**src/rtl/fp_mac_seq.sv**
```systemverilog
// Avalon-MM sequencer that streams queued operand pairs through one FP MAC
// datapath, chaining each result back as the next addend (dot product).
module fp_mac_seq #(
    parameter int FIFO_DEPTH = 8,
    parameter int LEN_W      = 16
) (
    input  logic             clk,
    input  logic             reset,
    input  logic [2:0]       address,
    input  logic [31:0]      writedata,
    input  logic             write,
    input  logic             read,
    output logic [31:0]      readdata,
    output logic             mac_start,
    output logic [31:0]      mac_a,
    output logic [31:0]      mac_b,
    output logic [31:0]      mac_c,
    input  logic             mac_done,
    input  logic [31:0]      mac_result,
    output logic             irq
);
    localparam int PW = $clog2(FIFO_DEPTH);
    localparam logic [PW:0] FULL_CNT = FIFO_DEPTH[PW:0];

    typedef enum logic [2:0] {IDLE, WAIT_DATA, ISSUE, WAIT_MAC, DONE} state_t;
    state_t state, state_nx;

    logic [LEN_W-1:0] len_q, remain;
    logic [31:0]      acc_init, acc, pend_a;
    logic [31:0]      fifo_a [FIFO_DEPTH];
    logic [31:0]      fifo_b [FIFO_DEPTH];
    logic [PW-1:0]    wr_ptr, rd_ptr;
    logic [PW:0]      count;
    logic             done, overflow, busy, full, empty;
    logic             ctrl_wr, clr, start, push, push_ok, pop, mac_ack, result_rd;

    assign ctrl_wr   = write && address == 3'd0;
    assign clr       = ctrl_wr && writedata[1];
    assign start     = ctrl_wr && writedata[0] && !writedata[1] && state == IDLE;
    assign push      = write && address == 3'd4;
    assign full      = count == FULL_CNT;
    assign empty     = count == '0;
    assign push_ok   = push && !full;
    assign pop       = state == WAIT_DATA && !empty && !clr;
    // A completion outside WAIT_MAC belongs to a job that was cleared.
    assign mac_ack   = state == WAIT_MAC && mac_done && !clr;
    assign result_rd = read && address == 3'd6;
    assign busy      = state != IDLE;
    assign mac_start = state == ISSUE;

    always_ff @(posedge clk) begin
        if (reset) state <= IDLE;
        else       state <= state_nx;
    end

    always_comb begin
        state_nx = state;
        unique case (state)
            IDLE:      if (start) state_nx = (len_q == '0) ? DONE : WAIT_DATA;
            WAIT_DATA: if (!empty) state_nx = ISSUE;
            ISSUE:     state_nx = WAIT_MAC;
            WAIT_MAC:  if (mac_done) state_nx = (remain == LEN_W'(1)) ? DONE : WAIT_DATA;
            DONE:      state_nx = IDLE;
            default:   state_nx = IDLE;
        endcase
        if (clr) state_nx = IDLE;
    end

    always_ff @(posedge clk) begin
        if (push_ok) begin
            fifo_a[wr_ptr] <= pend_a;
            fifo_b[wr_ptr] <= writedata;
        end
    end

    always_ff @(posedge clk) begin
        if (reset) begin
            len_q    <= '0;
            remain   <= '0;
            acc_init <= '0;
            acc      <= '0;
            pend_a   <= '0;
            wr_ptr   <= '0;
            rd_ptr   <= '0;
            count    <= '0;
            done     <= 1'b0;
            overflow <= 1'b0;
            irq      <= 1'b0;
            mac_a    <= '0;
            mac_b    <= '0;
            mac_c    <= '0;
            readdata <= '0;
        end else begin
            if (write && address == 3'd1) len_q <= writedata[LEN_W-1:0];
            if (write && address == 3'd2) acc_init <= writedata;
            if (write && address == 3'd3) pend_a <= writedata;
            if (start) begin
                acc    <= acc_init;
                remain <= len_q;
                done   <= 1'b0;
            end
            if (mac_ack) begin
                acc    <= mac_result;
                remain <= remain - LEN_W'(1);
            end
            if (pop) begin
                mac_a  <= fifo_a[rd_ptr];
                mac_b  <= fifo_b[rd_ptr];
                mac_c  <= acc;
                rd_ptr <= rd_ptr + PW'(1);
            end
            if (push_ok) wr_ptr <= wr_ptr + PW'(1);
            if (push_ok && !pop)      count <= count + 1'b1;
            else if (pop && !push_ok) count <= count - 1'b1;
            if (push && full) overflow <= 1'b1;
            if (result_rd) begin
                done <= 1'b0;
                irq  <= 1'b0;
            end
            // A job finishing on the same edge as a RESULT read stays visible.
            if (state == DONE) begin
                done <= 1'b1;
                irq  <= 1'b1;
            end
            if (clr) begin
                wr_ptr   <= '0;
                rd_ptr   <= '0;
                count    <= '0;
                done     <= 1'b0;
                overflow <= 1'b0;
                irq      <= 1'b0;
                remain   <= '0;
            end
            if (read) begin
                case (address)
                    3'd1:    readdata <= 32'(len_q);
                    3'd2:    readdata <= acc_init;
                    3'd5:    readdata <= {17'b0, 7'(count), 3'b0,
                                          overflow, empty, full, done, busy};
                    3'd6:    readdata <= acc;
                    3'd7:    readdata <= 32'(remain);
                    default: readdata <= '0;
                endcase
            end
        end
    end
endmodule
```
**config.mk**
```make
export PLATFORM = sky130hd
export DESIGN_NAME = fp_mac_seq
export DESIGN_NICKNAME = d
export VERILOG_FILES = /design/src/rtl/fp_mac_seq.sv
export SDC_FILE = /design/constraint.sdc
export NUM_CORES = 1
export LEC_CHECK = 0
export BUFFER_PORTS_ARGS = -buffer_cell sky130_fd_sc_hd__buf_2
export CORE_MARGIN = 3
export CORE_UTILIZATION = 51
export DETAILED_ROUTE_END_ITERATION = 7
export PLACE_DENSITY = 0.7
export SLEW_MARGIN = 20
export SYNTH_ARGS = -nofsm -noshare
export SYNTH_HDL_FRONTEND = slang
export SYNTH_SLANG_ARGS = --single-unit
```
**constraint.sdc**
```tcl
create_clock -name clk -period 8.2 [get_ports clk]
set_clock_uncertainty 0.1 [all_clocks]
set_input_delay 0.41 -clock clk [delete_from_list [all_inputs] [get_ports clk]]
set_output_delay 0.41 -clock clk [all_outputs]
set_load 0.005 [all_outputs]
```
==> results.md <==
* IR Drop Worst-Case VDD at 0.169 mV
* Worst Hold Class: primary input to register
* Most common cell in the netlist: edfxtp_1
* Seq cells post-synth at 784
* Yosys warns at 0
* TritonCTS buffer count at 79
* Synth async-reset ratio at 0
* Part of the power in registers at 0.517
* EDFF count, synth at 512
* Clk slew on worst S/H paths at 60 ps
* Synth Instances at 2070
* TritonRoute pass-1 iters at 6
* Period utilization at 0.462
* Worst-Skew Late Latency at 620 ps
* Max-cap viol count at 0
* Post-Synth Adder-Cell Area at 0.00356
* Most used DFF post-synth: edfxtp_1
* Synth area leaders: edfxtp_1, dfxtp_1, mux4_2, a21oi_1, mux2i_1
* Core region area at 0.0581 mm^2
* CTS sink cnt at 784
* Worst EP required at 8640 ps
* Final setup fails at 0
* Main combinational cell family by area after synthesis: multiplexers
* Critical path capture point type: register
* CTS tree: built
* Simple-Gate Fraction of Synth Area at 0.0584
* Via-per-instance ratio at 6.05
* DRC violations left at 0
* Worst-Margin Slew at 1100 ps
* DRT iter0 DRCs at 1966
* Hpwl dp at 44000 um
* Period minus WS final at 3780 ps
* Compound-Gate Fraction of Synth Area at 0.0934
* Total track usage at 0.239
* CTS root buffer: clkbuf_16
* Avg WL per Cell at 24.3 um
* Final design utilization at 0.602
* Critical Path Start Type: register
* GRT overflow at 0
* Static Leakage at 11.2 nW
* Final hold vios at 0
* DIE AREA at 0.0623 mm^2
* Total power at 8.18 mW
* Syn_area_per_cell at 14.6 um^2
* Distinct cells, synth at 62
* # resized after CTS at 0
* Register area share after synthesis at 0.688
* Register-to-Register Setup Slack at 4420 ps
* Critical Path AT at 4230 ps
* Layout cells sized above 1 at 0.224
* Crit path launch: count[0]$_SDFFE_PP0P_
* Max-slew violations at 0
* Comb pwr share at 0.023
* Multiplexer share of the synthesized area at 0.131
* Clock Path Buffers at 3
* Die height at 250 um
* Drt total wl at 74900 um
* Area leader, netlist: edfxtp_1
* Worst r2r src: count[0]$_SDFFE_PP0P_
* I/O Buffers at 201
* Clock power share at 0.460
* Crit Path Max Fanout at 65
* Antenna viol nets, final at 0
* Mapped Area at 0.0302 mm^2
* Syn Nets at 2150
* Net load switching power at 1.64 mW
* FILL cells at 4338
* Initial Util at 0.520
* FP Rows at 88
* P_int at 6.53 mW
* Layout area overhead at 15.7%
* Max-slew headroom at 0.265
* Die X at 250 um
* Final net count at 2337
* Post-synth top cells: edfxtp_1, dfxtp_1, a21oi_1
* Vias at 18700
* Max Clock Freq at 264 MHz
* RSZ-0062 raised after global routing: false
* Outcome: finished, final reports clean
* Setup Crit Path Kind: register to register
* Cell Pwr Density at 234 mW/mm^2
* Sw Share at 0.201
* Crit path capture: count[3]$_SDFFE_PP0P_
* R2R depth at 13
* Fin Setup TNS at 0 ps
* First-pass GRT wire length at 115000 um
* Largest net degree at the start of global routing at 85
* Ports at 202
* Placer Congestion at 0.873
* Post-Synth XOR/XNOR Area at 0.00116
* Antenna violations before repair at 3
* Clock H-tree levels at 3
* Vias in the first global route at 18700
* Top-area cell type share of the netlist area at 0.508
* R2R Path End: count[3]$_SDFFE_PP0P_
-- per-layer routing --
metal	up-vias	global-route usage	routed length (um)	part of all wire
li1	8368	-	-	-
met1	9484	0.325	30600	0.41
met2	713	0.398	37200	0.50
met3	140	0.0425	5060	0.068
met4	0	0.0723	2050	0.027
met5	-	0	0	0
-- final cells by class --
type	instances	area, um^2	area share
clock buffers	107	2230	0.0639
diodes	3	7.51	0.000215
flip-flops and latches	784	20800	0.596
clock inverters	39	510	0.0146
repair buffers	269	1610	0.0459
multi-input cells	1111	8790	0.251
well taps	765	957	0.0274
inverters	12	45.0	0.00129
-- layout by cell type, fill, tap and decap left out, drive strengths merged, types with 4 or more instances in the layout --
cell type and n:
edfxtp 512, dfxtp 272, a21oi 256, buf 236, nand2 190, mux4 128, clkbuf 108, mux2i 99
nand3 74, a211oi 68, nor2 63, o21ai 53, a22oi 45, dlygate4sd3 32, clkinv 24, inv 12
nor3 12, bufinv 11, mux2 9, o2bb2ai 9, nor4 8, a22o 7, ha 7, or3 6
a21o 6, or4 6, o311ai 5, o211ai 5, nand2b 4, a211o 4, clkinvlp 4, nor4b 4
-- logic make-up (layout without fill, tap and decap cells) --
group | count (synthesis) | after routing
fa+ha+maj | 8 | 8
simple gates | 390 | 390
xor+xnor | 4 | 4
compound gates | 473 | 473
buf+inv | 175 | 427
other cells | 0 | 3
flops | 784 | 784
mux | 236 | 236
-- state kept, by name (all words and copies together) (netlist names) --
signal,count
remain,16
rd_ptr,3
acc,32
irq,1
acc_init,32
fifo_b,256
len_q,16
mac_b,32
overflow,1
readdata,32
wr_ptr,3
mac_a,32
count,4
fifo_a,256
pend_a,32
done,1
state,3
mac_c,32
-- worst min path at each step --
stage	start	endpoint	slack, ps	cells after the start
floorplan	overflow$_SDFFE_PP0P_	overflow$_SDFFE_PP0P_	340	2
global placement	readdata[3]$_SDFFE_PP0P_	readdata[3]$_SDFFE_PP0P_	340	2
detailed placement	readdata[12]$_SDFFE_PP0P_	readdata[12]$_SDFFE_PP0P_	340	2
CTS	writedata[17]	pend_a[17]$_SDFFE_PP0P_	2	3
global route	writedata[25]	fifo_b[5][25]$_DFFE_PP_	30	1
finish	writedata[25]	fifo_b[5][25]$_DFFE_PP_	30	1
-- through the flow --
stage,instance area [um^2],std cells,worst slack [ps],hold slack [ps]
final,35000,3090,4420,26.7
after global routing,35000,3088,4210,25.7
after CTS,35000,3085,4480,2.28
after detailed placement,31900,2907,3910,342
after global placement,31900,2907,3940,338
after floorplan,30200,2070,197,337
-- repair_timing --
| action | CTS | global route |
|---|---|---|
| buffers inserted | 0 | 0 |
| hold buffers | 32 | 0 |
| hold endpoints to repair | 41 | 0 |
-- power by group through the flow --
stage	clock network, mW	logic, mW	registers, mW
after floorplan	0	0.0912	4.30
after global routing	3.97	0.204	4.22
final	3.76	0.190	4.22
after detailed placement	0	0.177	4.31
after global placement	0	0.172	4.31
after CTS	3.81	0.190	4.22
-- worst max-delay path: stages, from the launching register on --
cell     delay (ps)
dfxtp_1         400
nor4_2          680
or3_1           210
buf_4           370
nor2_4           60
buf_4           350
inv_1           130
ha_1            170
inv_1           100
ha_1            300
a21o_1          180
a21oi_1         180
mux2i_1         230
mux2i_1         190
(Power assumes the default switching activity.)
